==> src/rtl/runner_motion_if.sv <==
// Strobe/button bundle from the game-control FSM and the runner position/pose
// outputs that the FSM, collision detector and man drawer read back.
interface runner_motion_if;
  logic       update;
  logic       ld_x;
  logic       ld_y;
  logic       ld_man_style;
  logic       btn_jump;
  logic       btn_crouch;
  logic       btn_lane_up;
  logic       btn_lane_down;
  logic [7:0] x_w;
  logic [6:0] y_w;
  logic       crouch;
  logic [1:0] man_style;
  logic [1:0] lane;
  logic       airborne;

  modport master (
    output update, ld_x, ld_y, ld_man_style,
    output btn_jump, btn_crouch, btn_lane_up, btn_lane_down,
    input  x_w, y_w, crouch, man_style, lane, airborne
  );

  modport slave (
    input  update, ld_x, ld_y, ld_man_style,
    input  btn_jump, btn_crouch, btn_lane_up, btn_lane_down,
    output x_w, y_w, crouch, man_style, lane, airborne
  );
endinterface

==> src/rtl/runner_motion.sv <==
// Runner position/pose datapath: working x/y/lane plus a jump/crouch state
// machine that advances one step per update pulse; ld_* strobes publish it.
//
// state     | meaning
// RUN       | on the ground in a lane, run frames alternate
// JUMP_UP   | rising by JUMP_STEP per update
// JUMP_DOWN | falling by JUMP_STEP per update, lands on lane base
// CROUCH    | crouched while btn_crouch is held at update
module runner_motion #(
  parameter int X_START   = 20,
  parameter int X_MAX     = 40,
  parameter int X_STEP    = 1,
  parameter int LANE0_Y   = 29,
  parameter int LANE1_Y   = 69,
  parameter int LANE2_Y   = 109,
  parameter int JUMP_STEP = 2,
  parameter int JUMP_UPS  = 6
) (
  input logic            clk,
  input logic            reset_n,
  runner_motion_if.slave bus
);
  typedef enum logic [1:0] {RUN, JUMP_UP, JUMP_DOWN, CROUCH} state_t;

  localparam logic [7:0] X_START8  = 8'(X_START);
  localparam logic [8:0] X_MAX9    = 9'(X_MAX);
  localparam logic [8:0] X_STEP9   = 9'(X_STEP);
  localparam logic [6:0] LANE0_Y7  = 7'(LANE0_Y);
  localparam logic [6:0] LANE1_Y7  = 7'(LANE1_Y);
  localparam logic [6:0] LANE2_Y7  = 7'(LANE2_Y);
  localparam logic [6:0] JSTEP7    = 7'(JUMP_STEP);
  localparam logic [3:0] JUMP_UPS4 = 4'(JUMP_UPS);

  state_t     state_q, state_d;
  logic [1:0] lane_q, lane_d;
  logic [7:0] x_q, x_d;
  logic [6:0] y_q, y_d;
  logic [3:0] cnt_q, cnt_d;
  logic [1:0] style_q, style_d;
  logic       crouch_q, crouch_d;
  logic       pj_q, pj_d, pu_q, pu_d, pd_q, pd_d;
  logic       jump_prev_q, up_prev_q, dn_prev_q;
  logic [7:0] x_w_q;
  logic [6:0] y_w_q;
  logic       crouch_w_q;
  logic [1:0] style_w_q;
  logic [8:0] x_sum;
  logic [3:0] cnt_inc;

  function automatic logic [6:0] lane_base(input logic [1:0] l);
    case (l)
      2'd0:    return LANE0_Y7;
      2'd2:    return LANE2_Y7;
      default: return LANE1_Y7;
    endcase
  endfunction

  always_ff @(posedge clk or negedge reset_n) begin
    if (!reset_n) begin
      state_q     <= RUN;
      lane_q      <= 2'd1;
      x_q         <= X_START8;
      y_q         <= LANE1_Y7;
      cnt_q       <= 4'd0;
      style_q     <= 2'd0;
      crouch_q    <= 1'b0;
      pj_q        <= 1'b0;
      pu_q        <= 1'b0;
      pd_q        <= 1'b0;
      jump_prev_q <= 1'b0;
      up_prev_q   <= 1'b0;
      dn_prev_q   <= 1'b0;
      x_w_q       <= X_START8;
      y_w_q       <= LANE1_Y7;
      crouch_w_q  <= 1'b0;
      style_w_q   <= 2'd0;
    end else begin
      state_q     <= state_d;
      lane_q      <= lane_d;
      x_q         <= x_d;
      y_q         <= y_d;
      cnt_q       <= cnt_d;
      style_q     <= style_d;
      crouch_q    <= crouch_d;
      pj_q        <= pj_d;
      pu_q        <= pu_d;
      pd_q        <= pd_d;
      jump_prev_q <= bus.btn_jump;
      up_prev_q   <= bus.btn_lane_up;
      dn_prev_q   <= bus.btn_lane_down;
      // Loads see the pre-update working values when they coincide with update.
      if (bus.ld_x) x_w_q <= x_q;
      if (bus.ld_y) y_w_q <= y_q;
      if (bus.ld_man_style) begin
        style_w_q  <= style_q;
        crouch_w_q <= crouch_q;
      end
    end
  end

  always_comb begin
    state_d  = state_q;
    lane_d   = lane_q;
    x_d      = x_q;
    y_d      = y_q;
    cnt_d    = cnt_q;
    style_d  = style_q;
    crouch_d = crouch_q;
    cnt_inc  = cnt_q + 4'd1;
    x_sum    = {1'b0, x_q} + X_STEP9;
    // Flags are consumed or dropped at every update; an edge in the update cycle
    // itself stays pending for the following update.
    pj_d = (pj_q & ~bus.update) | (bus.btn_jump & ~jump_prev_q);
    pu_d = (pu_q & ~bus.update) | (bus.btn_lane_up & ~up_prev_q);
    pd_d = (pd_q & ~bus.update) | (bus.btn_lane_down & ~dn_prev_q);

    if (bus.update) begin
      x_d = (x_sum > X_MAX9) ? X_START8 : x_sum[7:0];
      case (state_q)
        RUN: begin
          if (pj_q) begin
            state_d = JUMP_UP;
            cnt_d   = 4'd1;
            y_d     = y_q - JSTEP7;
            style_d = 2'd2;
          end else if (bus.btn_crouch) begin
            state_d  = CROUCH;
            style_d  = 2'd3;
            crouch_d = 1'b1;
          end else if (pu_q && !pd_q && lane_q != 2'd0) begin
            lane_d = lane_q - 2'd1;
            y_d    = lane_base(lane_q - 2'd1);
          end else if (pd_q && !pu_q && lane_q != 2'd2) begin
            lane_d = lane_q + 2'd1;
            y_d    = lane_base(lane_q + 2'd1);
          end else begin
            style_d = {1'b0, ~style_q[0]};
          end
        end
        JUMP_UP: begin
          y_d = y_q - JSTEP7;
          if (cnt_inc == JUMP_UPS4) begin
            state_d = JUMP_DOWN;
            cnt_d   = 4'd0;
          end else begin
            cnt_d = cnt_inc;
          end
        end
        JUMP_DOWN: begin
          cnt_d = cnt_inc;
          if (cnt_inc == JUMP_UPS4) begin
            state_d = RUN;
            cnt_d   = 4'd0;
            y_d     = lane_base(lane_q);
            style_d = 2'd0;
          end else begin
            y_d = y_q + JSTEP7;
          end
        end
        CROUCH: begin
          if (!bus.btn_crouch) begin
            state_d  = RUN;
            crouch_d = 1'b0;
            style_d  = 2'd0;
          end
        end
        default: state_d = RUN;
      endcase
    end
  end

  assign bus.x_w       = x_w_q;
  assign bus.y_w       = y_w_q;
  assign bus.crouch    = crouch_w_q;
  assign bus.man_style = style_w_q;
  assign bus.lane      = lane_q;
  assign bus.airborne  = (state_q == JUMP_UP) || (state_q == JUMP_DOWN);
endmodule

==> src/flat_wrapper.sv <==
// flat-port wrapper written by rule: the top's interface ports become plain ports
module runner_motion_flat 
#(
  parameter int X_START   = 20,
  parameter int X_MAX     = 40,
  parameter int X_STEP    = 1,
  parameter int LANE0_Y   = 29,
  parameter int LANE1_Y   = 69,
  parameter int LANE2_Y   = 109,
  parameter int JUMP_STEP = 2,
  parameter int JUMP_UPS  = 6
)
  (clk, reset_n, bus_update, bus_ld_x, bus_ld_y, bus_ld_man_style, bus_btn_jump, bus_btn_crouch, bus_btn_lane_up, bus_btn_lane_down, bus_x_w, bus_y_w, bus_crouch, bus_man_style, bus_lane, bus_airborne);
  runner_motion_if bus_i ();
  input logic clk;
  input logic reset_n;
  input wire logic [$bits(bus_i.update)-1:0] bus_update;
  input wire logic [$bits(bus_i.ld_x)-1:0] bus_ld_x;
  input wire logic [$bits(bus_i.ld_y)-1:0] bus_ld_y;
  input wire logic [$bits(bus_i.ld_man_style)-1:0] bus_ld_man_style;
  input wire logic [$bits(bus_i.btn_jump)-1:0] bus_btn_jump;
  input wire logic [$bits(bus_i.btn_crouch)-1:0] bus_btn_crouch;
  input wire logic [$bits(bus_i.btn_lane_up)-1:0] bus_btn_lane_up;
  input wire logic [$bits(bus_i.btn_lane_down)-1:0] bus_btn_lane_down;
  output wire logic [$bits(bus_i.x_w)-1:0] bus_x_w;
  output wire logic [$bits(bus_i.y_w)-1:0] bus_y_w;
  output wire logic [$bits(bus_i.crouch)-1:0] bus_crouch;
  output wire logic [$bits(bus_i.man_style)-1:0] bus_man_style;
  output wire logic [$bits(bus_i.lane)-1:0] bus_lane;
  output wire logic [$bits(bus_i.airborne)-1:0] bus_airborne;
  assign bus_i.update = bus_update;
  assign bus_i.ld_x = bus_ld_x;
  assign bus_i.ld_y = bus_ld_y;
  assign bus_i.ld_man_style = bus_ld_man_style;
  assign bus_i.btn_jump = bus_btn_jump;
  assign bus_i.btn_crouch = bus_btn_crouch;
  assign bus_i.btn_lane_up = bus_btn_lane_up;
  assign bus_i.btn_lane_down = bus_btn_lane_down;
  assign bus_x_w = bus_i.x_w;
  assign bus_y_w = bus_i.y_w;
  assign bus_crouch = bus_i.crouch;
  assign bus_man_style = bus_i.man_style;
  assign bus_lane = bus_i.lane;
  assign bus_airborne = bus_i.airborne;
  runner_motion #(.X_START(X_START), .X_MAX(X_MAX), .X_STEP(X_STEP), .LANE0_Y(LANE0_Y), .LANE1_Y(LANE1_Y), .LANE2_Y(LANE2_Y), .JUMP_STEP(JUMP_STEP), .JUMP_UPS(JUMP_UPS)) u_core (.clk(clk), .reset_n(reset_n), .bus(bus_i));
endmodule
==> config.mk <==
export PLATFORM = sky130hd
export DESIGN_NAME = runner_motion_flat
export DESIGN_NICKNAME = d
export VERILOG_FILES = /design/src/rtl/runner_motion_if.sv /design/src/rtl/runner_motion.sv /design/src/flat_wrapper.sv
export SDC_FILE = /design/constraint.sdc
export NUM_CORES = 1
export LEC_CHECK = 0
export CAP_MARGIN = 20
export CORE_ASPECT_RATIO = 0.6
export CORE_MARGIN = 4
export CORE_UTILIZATION = 55
export CTS_BUF_LIST = sky130_fd_sc_hd__clkbuf_16
export CTS_CLUSTER_SIZE = 25
export DETAILED_ROUTE_END_ITERATION = 16
export MAX_ROUTING_LAYER = met4
export PLACE_DENSITY = 0.78
export SLEW_MARGIN = 20
export SYNTH_ARGS = -nofsm -noshare
export SYNTH_HDL_FRONTEND = slang
export SYNTH_SLANG_ARGS = --single-unit
==> constraint.sdc <==
create_clock -name clk -period 6.1 [get_ports clk]
set_input_delay 1.22 -clock clk [delete_from_list [all_inputs] [get_ports clk]]
set_output_delay 1.22 -clock clk [all_outputs]
set_load 0.01 [all_outputs]
==> results of run 1 <==
## sequential cells by signal (all words and copies together) (netlist names)
| register | count |
|---|---|
| u_core.bus.man_style | 2 |
| u_core.pu_q | 1 |
| u_core.pd_q | 1 |
| u_core.state_q | 2 |
| u_core.style_q | 2 |
| u_core.dn_prev_q | 1 |
| u_core.cnt_q | 4 |
| u_core.y_q | 7 |
| u_core.bus.lane | 2 |
| u_core.bus.x_w | 8 |
| u_core.x_q | 8 |
| u_core.crouch_q | 1 |
| u_core.bus.crouch | 1 |
| u_core.up_prev_q | 1 |
| u_core.bus.y_w | 7 |
| u_core.jump_prev_q | 1 |
| u_core.pj_q | 1 |
## synthesized netlist by cell type (3+ instances only)
library cell,number
nand4_1,4
nor4b_1,4
nor3_1,3
ha_1,19
o21ai_0,18
nor2_1,10
o211ai_1,3
nand2b_1,5
inv_1,23
and2_1,3
nand3_1,5
a21o_1,3
clkbuf_1,10
dfrtp_1,39
mux2i_1,7
mux2_2,23
dfstp_2,11
nand2_1,24
a21oi_1,14
o31ai_1,5
xnor2_1,8
a211oi_1,4
xor2_1,3
## final cells by class
class | instances | area [um^2] | area share, %
sequential | 50 | 1260 | 36.5
clock buffer | 5 | 125 | 3.61
inverter | 23 | 86.3 | 2.49
tap | 66 | 82.6 | 2.38
timing repair buffer | 31 | 303 | 8.73
clock inverter | 3 | 43.8 | 1.26
multi-input combinational | 206 | 1560 | 45.1
## cell families (layout without fill, tap and decap cells)
logic type	Yosys count	after routing	share of synthesized area (%)
mux	30	30	11.0
buf+inv	39	62	5.24
fa+ha+maj	19	19	7.96
flops	50	50	42.4
compound gates	73	73	16.9
xor+xnor	11	11	3.23
simple gates	73	73	13.2
## through the flow
| step | std cells | setup WS, ps | power, uW |
|---|---|---|---|
| after floorplan | 295 | 3700 | 1080 |
| after global placement | 376 | 2850 | 1300 |
| after detailed placement | 376 | 2720 | 1340 |
| after CTS | 384 | 2840 | 1660 |
| after global routing | 384 | 2760 | 1770 |
| final | 384 | 2820 | 1660 |
## power by group through the flow
stage | Sequential (uW) | Combinational [uW] | Clock, uW
floorplan | 562 | 518 | 0
global placement | 588 | 714 | 0
detailed placement | 595 | 741 | 0
CTS | 589 | 747 | 323
global route | 611 | 825 | 338
finish | 590 | 752 | 315
## path summary, 6_finish.rpt
check	cells past startpoint	from	slack (ps)	to
min in group asynchronous	2	reset_n	1020	u_core.dn_prev_q$_DFF_PN0_
max in group asynchronous	2	reset_n	4640	u_core.cnt_q[1]$_DFFE_PN0P_
hold / removal	1	u_core.jump_prev_q$_DFF_PN0_	420	u_core.pj_q$_DFF_PN0_
setup reg to reg	7	u_core.bus.lane[0]$_DFFE_PN1P_	3540	u_core.y_q[0]$_DFFE_PN1P_
hold reg to reg	1	u_core.jump_prev_q$_DFF_PN0_	420	u_core.pj_q$_DFF_PN0_
setup / recovery	3	u_core.state_q[1]$_DFFE_PN0P_	2820	bus_airborne
## layer usage
layer	vias up	part of all wire (%)	global-route usage [%]
met5	-	0	-
met4	0	0.73	4.52
met3	7	7.5	5.81
met2	86	43	29.9
met1	1118	48	32.4
li1	1101	-	-
==> run metrics, run 1 <==
# IOs=31; Starting Density=57.9%; Detailed Route Iter0 Violations=162; Hold Path Class=flop to flop; fin util=67.3%; Post-DP HPWL=4.80 mm; Avg Synthesized Cell Area=10.1 um^2; Hold Slack=419 ps; DIE WIDTH=103 um; Comb pwr share=45.4%; CTS tree=built; Cells after Synth=295; first-pass GRT wire length=11.0 mm; most common cell after layout, fill and taps aside=dfrtp_1; setup tns final=0 ps; max incr delay on CP=650 ps; Synth Warn #=0; ys async rst share=100%; period utilization=53.7%; Root Driver=clkbuf_16; CORE AREA=5150 um^2; status=complete, no violations; largest net degree at the start of global routing=51; most frequent cells in the layout=dfrtp_1 (39), clkdlybuf4s50_1 (29), nand2_1 (24); Mapped Nets=324; IO Port Bufs=30; routed wire length=6.57 mm; area post-placement=3300 um^2; Tmin final=3280 ps; Die Span Y=65.1 um; worst path bufs/invs=2; vias in the first global route=2207; Unique masters post-synth=56; Sequential Power Share=35.6%; Worst-Skew Late Latency=290 ps; critical path cell sequence=inv_1 > ha_1 > clkdlybuf4s50_1; netlist area before placement=2990 um^2; cts bufs inserted=5; die area=6710 um^2; Worst Path Class, Setup=flop to output port; # hold bufs at CTS=0; CP Max Fanout=16; Clk network pwr share=19.0%; number of max-cap violations=0; Tightest Pin Transition=1110 ps; Total Nets Final=346; cell family with most CP delay=buffers and inverters; leading area contributor after synthesis=dfrtp_1; number of detailed-route iterations in the first pass=5; Yosys reg bits=50; Core Rows=20; Filler Cells Inserted=388; Max Transition Viols Final=0; Final Hold Vio Count=0; share of layout cells above drive strength 1=16.0%; fmax=0.305 GHz; largest cells by area after synthesis=dfrtp_1 (33%), dfstp_2 (9.7%), mux2_2 (8.7%); number of synthesized flops with an enable pin=0; post-layout instance area=3470 um^2; Sw Share=38.8%; vias per cell=6.02; Post-CTS Resized=0; Vias=2312; Setup Viol. Count Final=0; Syn-to-layout area delta=16.2%; CP required=4880 ps; CTS max path bufs=2; Final ANT Viol Nets=0; antenna diode count=0; Sw Pwr=642 uW; Slew HR=26.0%; slowest stage cell, crit path=clkdlybuf4s50_1; total track usage=21.8%; startpoint types=flop; GRT overflow=0; Internal Power=1010 uW; H-tree depth=2; Lkg Pwr=0.00149 uW; DR WL/cell=17.1 um; Critical Path AT=2060 ps; Placer Congestion=0.973; clock skew after layout=9.33 ps; initial antenna violation count=0; VDD IR max=0.234 mV; top_reg_cell synth=dfrtp_1; drt drc=0; Seq/Total Area, Yosys=42.4%; PwrDens=478 nW/um^2; Clk pin slew, worst setup/hold paths=70 ps; CTS Sinks=50; share of the synthesized area in the top cell type=32.7%; crit end category=output port; unrepaired setup endpoints after global routing=no; setup bufs post-CTS=0
Note: power is estimated with default switching activity, not from simulation.
==> run 2: changes to the inputs <==
--- a/config.mk
+++ b/config.mk
@@ -8,12 +8,12 @@
 export CAP_MARGIN = 20
 export CORE_ASPECT_RATIO = 0.6
 export CORE_MARGIN = 4
-export CORE_UTILIZATION = 55
+export CORE_UTILIZATION = 51
 export CTS_BUF_LIST = sky130_fd_sc_hd__clkbuf_16
 export CTS_CLUSTER_SIZE = 25
 export DETAILED_ROUTE_END_ITERATION = 16
 export MAX_ROUTING_LAYER = met4
-export PLACE_DENSITY = 0.78
+export PLACE_DENSITY = 0.76
 export SLEW_MARGIN = 20
 export SYNTH_ARGS = -nofsm -noshare
 export SYNTH_HDL_FRONTEND = slang
==> constraint.sdc (replaced) <==
create_clock -name clk -period 3 [get_ports clk]
set_input_delay 0.6 -clock clk [delete_from_list [all_inputs] [get_ports clk]]
set_output_delay 0.6 -clock clk [all_outputs]
set_load 0.01 [all_outputs]
==> run 2 against run 1 <==
Net effect: sequential share of layout area decreased by 0.39 points; sequential power increased by 100%; clock skew down 6.5 ps; largest cell class unchanged; final cell count rose by 4.4%; count of clock-buffer cells in the layout unchanged; via count fell by 0.91%; combinational power rose by 100%; critical path depth rose by 4.
==> run metrics, run 2 (same netlist as run 1, synthesis figures left out) <==
CTS tree=built; Starting Density=53.1%; largest net degree at the start of global routing=51; Worst-Skew Late Latency=290 ps; Clk pin slew, worst setup/hold paths=70 ps; Syn-to-layout area delta=17.5%; CORE AREA=5620 um^2; Final Hold Vio Count=0; area post-placement=3340 um^2; Detailed Route Iter0 Violations=147; CTS max path bufs=2; IO Port Bufs=30; number of detailed-route iterations in the first pass=4; CP Max Fanout=17; setup tns final=0 ps; Total Nets Final=349; fmax=0.399 GHz; post-layout instance area=3510 um^2; # hold bufs at CTS=0; Seq. cell area=1260 um^2; GRT overflow=0; drt drc=0; Hold Path Class=input port to asynchronous set/reset pin; Lkg Pwr=0.00150 uW; Placer Congestion=0.895; number of max-cap violations=0; Root Driver=clkbuf_16; cts bufs inserted=5; unrepaired setup endpoints after global routing=no; post-placement cell count=393; period utilization=83.5%; Crit. Startpoint=u_core.bus.lane[0]$_DFFE_PN1P_; Core Rows=21; area of the multi-input gates=1560 um^2; Die Span Y=67.3 um; total track usage=19.7%; Post-CTS Resized=0; most frequent cells in the layout=dfrtp_1 (39), clkdlybuf4s50_1 (29), inv_1 (24), nand2_1 (24), mux2_2 (23); Final ANT Viol Nets=0; Worst Path Class, Setup=flop to flop; Tmin final=2510 ps; total power=3360 uW; CP required=3220 ps; setup bufs post-CTS=0; die area=7180 um^2; Post-DP HPWL=4.65 mm; fin util=62.4%; startpoint types=flop; status=complete, no violations; # IOs=31; DR WL/cell=16.1 um; reg2reg start=u_core.bus.lane[0]$_DFFE_PN1P_; most common cell after layout, fill and taps aside=dfrtp_1; CTS Sinks=50; PwrDens=959 nW/um^2; Filler Cells Inserted=490; crit end category=flop; Slew HR=30.5%; first-pass GRT wire length=10.8 mm; fin cells=401; routed wire length=6.47 mm; vias in the first global route=2088; VDD IR max=0.470 mV; Tightest Pin Transition=1040 ps; vias per cell=5.71; Setup Viol. Count Final=0; share of layout cells above drive strength 1=16.5%; clock skew after layout=2.82 ps; Max Transition Viols Final=0; antenna diode count=0; Critical Path AT=2730 ps; H-tree depth=2; initial antenna violation count=0; Vias=2291; DIE WIDTH=107 um
-- run 2: layer usage --
metal | wire length (um) | track usage [%]
met1 | 3340 | 29.5
met2 | 2680 | 27.4
met3 | 407 | 3.92
met4 | 42 | 4.31
met5 | 0 | -
-- run 2: layout make-up --
cell class / instances / share of cell area (%)
timing repair buffer: 34 / 9.28
clock buffer: 5 / 3.57
sequential: 50 / 36.1
multi-input combinational: 206 / 44.6
tap: 80 / 2.85
clock inverter: 3 / 1.18
inverter: 23 / 2.46
-- run 2: path summary, 6_finish.rpt --
check / slack, ps / depth (start not counted) / to
worst min-delay path: 400 / 2 / u_core.bus.x_w[7]$_DFFE_PN0P_
worst max register to register: 490 / 7 / u_core.y_q[0]$_DFFE_PN1P_
max in group asynchronous: 2160 / 2 / u_core.x_q[0]$_DFFE_PN0P_
worst min register to register: 420 / 1 / u_core.pj_q$_DFF_PN0_
worst max-delay path: 490 / 7 / u_core.y_q[0]$_DFFE_PN1P_
min in group clk: 420 / 1 / u_core.pj_q$_DFF_PN0_
-- run 2: critical path, stage by stage, from the launching register on --
cell and delay [ps]:
dfstp_2 600, inv_1 120, ha_1 290, nor4b_1 430, o311ai_2 390, o21ai_0 260, o311ai_0 160, o21a_1 200
-- run 2: per-stage QoR --
| step | hold WS (ps) | setup WS [ps] |
|---|---|---|
| after global placement | 402 | 378 |
| after CTS | 416 | 490 |
| final | 404 | 494 |
| after detailed placement | 408 | 348 |
| after global routing | 437 | 163 |
| after floorplan | 304 | 894 |
-- run 2: where the power goes --
| group | switching (uW) | total [uW] | internal (uW) |
|---|---|---|---|
| clock network | 242 | 632 | 390 |
| registers | 269 | 1200 | 936 |
| logic | 776 | 1530 | 750 |
==> run 3: changes to the inputs <==
==> constraint.sdc (replaced) <==
create_clock -name clk -period 2.3 [get_ports clk]
set_input_delay 0.46 -clock clk [delete_from_list [all_inputs] [get_ports clk]]
set_output_delay 0.46 -clock clk [all_outputs]
set_load 0.01 [all_outputs]
==> run 3 against run 2 <==
Net effect: combinational power up 44%; critical path depth down 4; register-to-register slack worse by 350 ps; utilization up 2.4 points; sequential power up 28%; die area unchanged; design area up 3.8%; hold slack worse by 130 ps; routed wire length up 2.0%; clock power up 12%; critical path type is now flop to output port; critical endpoint is now bus_airborne; largest cell class unchanged; largest power group unchanged; highest routed layer unchanged.
==> run metrics, run 3 (same netlist as run 1, synthesis figures left out) <==
Final Hold Vio Count=0; number of detailed-route iterations in the first pass=5; Placer Congestion=0.888; CORE AREA=5620 um^2; Detailed Route Iter0 Violations=146; VDD IR max=0.546 mV; status=complete, no violations; Starting Density=53.1%; initial antenna violation count=0; Critical Path AT=1700 ps; CP required=1840 ps; routed wire length=6.60 mm; Max Transition Viols Final=0; Vias=2342; Slew HR=58.2%; first-pass GRT wire length=11.0 mm; GRT overflow=0; Tmin final=2160 ps; clock skew after layout=4.06 ps; total track usage=19.8%; Worst Path Class, Setup=flop to output port; CP Max Fanout=4; CTS Sinks=50; PnR worst setup slack=143 ps; vias per cell=5.63; Core Rows=21; Worst-Skew Late Latency=280 ps; critical path cell sequence=inv_1 > ha_1 > clkdlybuf4s50_1; Tightest Pin Transition=626 ps; startpoint types=flop; Hold Path Class=input port to asynchronous set/reset pin; Syn-to-layout area delta=21.9%; drt drc=0; period utilization=93.8%; DR WL/cell=15.9 um; CTS max path bufs=2; Sw Share=38.9%; Sequential Power Share=34.5%; Place WS=-47.1 ps; DIE WIDTH=107 um; Internal Power=2720 uW; Post-CTS Resized=0; share of layout cells above drive strength 1=21.7%; number of max-cap violations=0; cts bufs inserted=5; Comb pwr share=49.6%; reg2reg path depth=6; Reg2Reg Setup Slack=140 ps; most common cell after layout, fill and taps aside=dfrtp_1; vias in the first global route=2116; Root Driver=clkbuf_16; unrepaired setup endpoints after global routing=no; fmax=0.464 GHz; PwrDens=1220 nW/um^2; Sw Pwr=1730 uW; # IOs=31; Clk network pwr share=16.0%; IO Port Bufs=30; Setup Viol. Count Final=0; CTS tree=built; max incr delay on CP=560 ps; Die Span Y=67.3 um; Post-DP HPWL=4.96 mm; Lkg Pwr=0.00156 uW; H-tree depth=2; antenna diode count=0; Final ANT Viol Nets=0; # hold bufs at CTS=0; setup bufs post-CTS=0; largest net degree at the start of global routing=51; Clk pin slew, worst setup/hold paths=70 ps; slowest stage cell, crit path=clkdlybuf4s50_1; crit end category=output port; most frequent cells in the layout=dfrtp_1 (38), clkdlybuf4s50_1 (29), nand2_1 (24); setup tns final=0 ps; Total Nets Final=364; die area=7180 um^2
-- run 3: critical path, delay by kind of cell (launching register included) --
family / cells / cell delay [ps]
buf+inv: 2 / 670
flops: 1 / 400
fa+ha+maj: 1 / 340
-- run 3: final cells by class --
| type | instances | area, um^2 |
|---|---|---|
| clock buffer | 5 | 125 |
| sequential | 50 | 1270 |
| timing repair buffer | 49 | 442 |
| tap | 80 | 100 |
| fill | 487 | 1980 |
| inverter | 23 | 86.3 |
| multi-input combinational | 206 | 1600 |
| clock inverter | 3 | 16.3 |
-- run 3: layer usage --
metal | vias up | GRT usage (%) | wire [um]
met3 | 4 | 4.30 | 388
met5 | - | - | 0
met1 | 1121 | 30.6 | 3490
li1 | 1141 | - | -
met4 | 0 | 2.87 | 25
met2 | 76 | 26.8 | 2700
-- run 3: worst paths after layout --
kind                                                     from                              to
worst max-delay path            u_core.state_q[1]$_DFFE_PN0P_                    bus_airborne
worst min-delay path                                  reset_n   u_core.bus.x_w[7]$_DFFE_PN0P_
worst max register to register    u_core.cnt_q[1]$_DFFE_PN0P_   u_core.style_q[1]$_DFFE_PN0P_
worst min register to register   u_core.jump_prev_q$_DFF_PN0_           u_core.pj_q$_DFF_PN0_
max in group asynchronous                             reset_n  u_core.bus.lane[1]$_DFFE_PN0P_
min in group clk                 u_core.jump_prev_q$_DFF_PN0_           u_core.pj_q$_DFF_PN0_
-- run 3: power groups by stage --
stage | Combinational (uW) | Sequential [uW] | Clock, uW
6_report | 2200 | 1530 | 710
5_1_grt | 2430 | 1580 | 765
4_1_cts | 2170 | 1520 | 722
3_5_place_dp | 2140 | 1530 | 0
3_3_place_gp | 2070 | 1520 | 0
2_1_floorplan | 1370 | 1490 | 0
-- run 3: stage by stage --
stage               util, %  cell area, um^2  hold slack [ps]  total power, uW  std cells
floorplan                 -             2990              164             2860        295
global placement       61.4             3450              404             3590        408
detailed placement     61.4             3450              425             3680        408
CTS                    63.9             3590              295             4410        416
global route           64.7             3640              322             4770        416
finish                 64.7             3640              277             4450        416
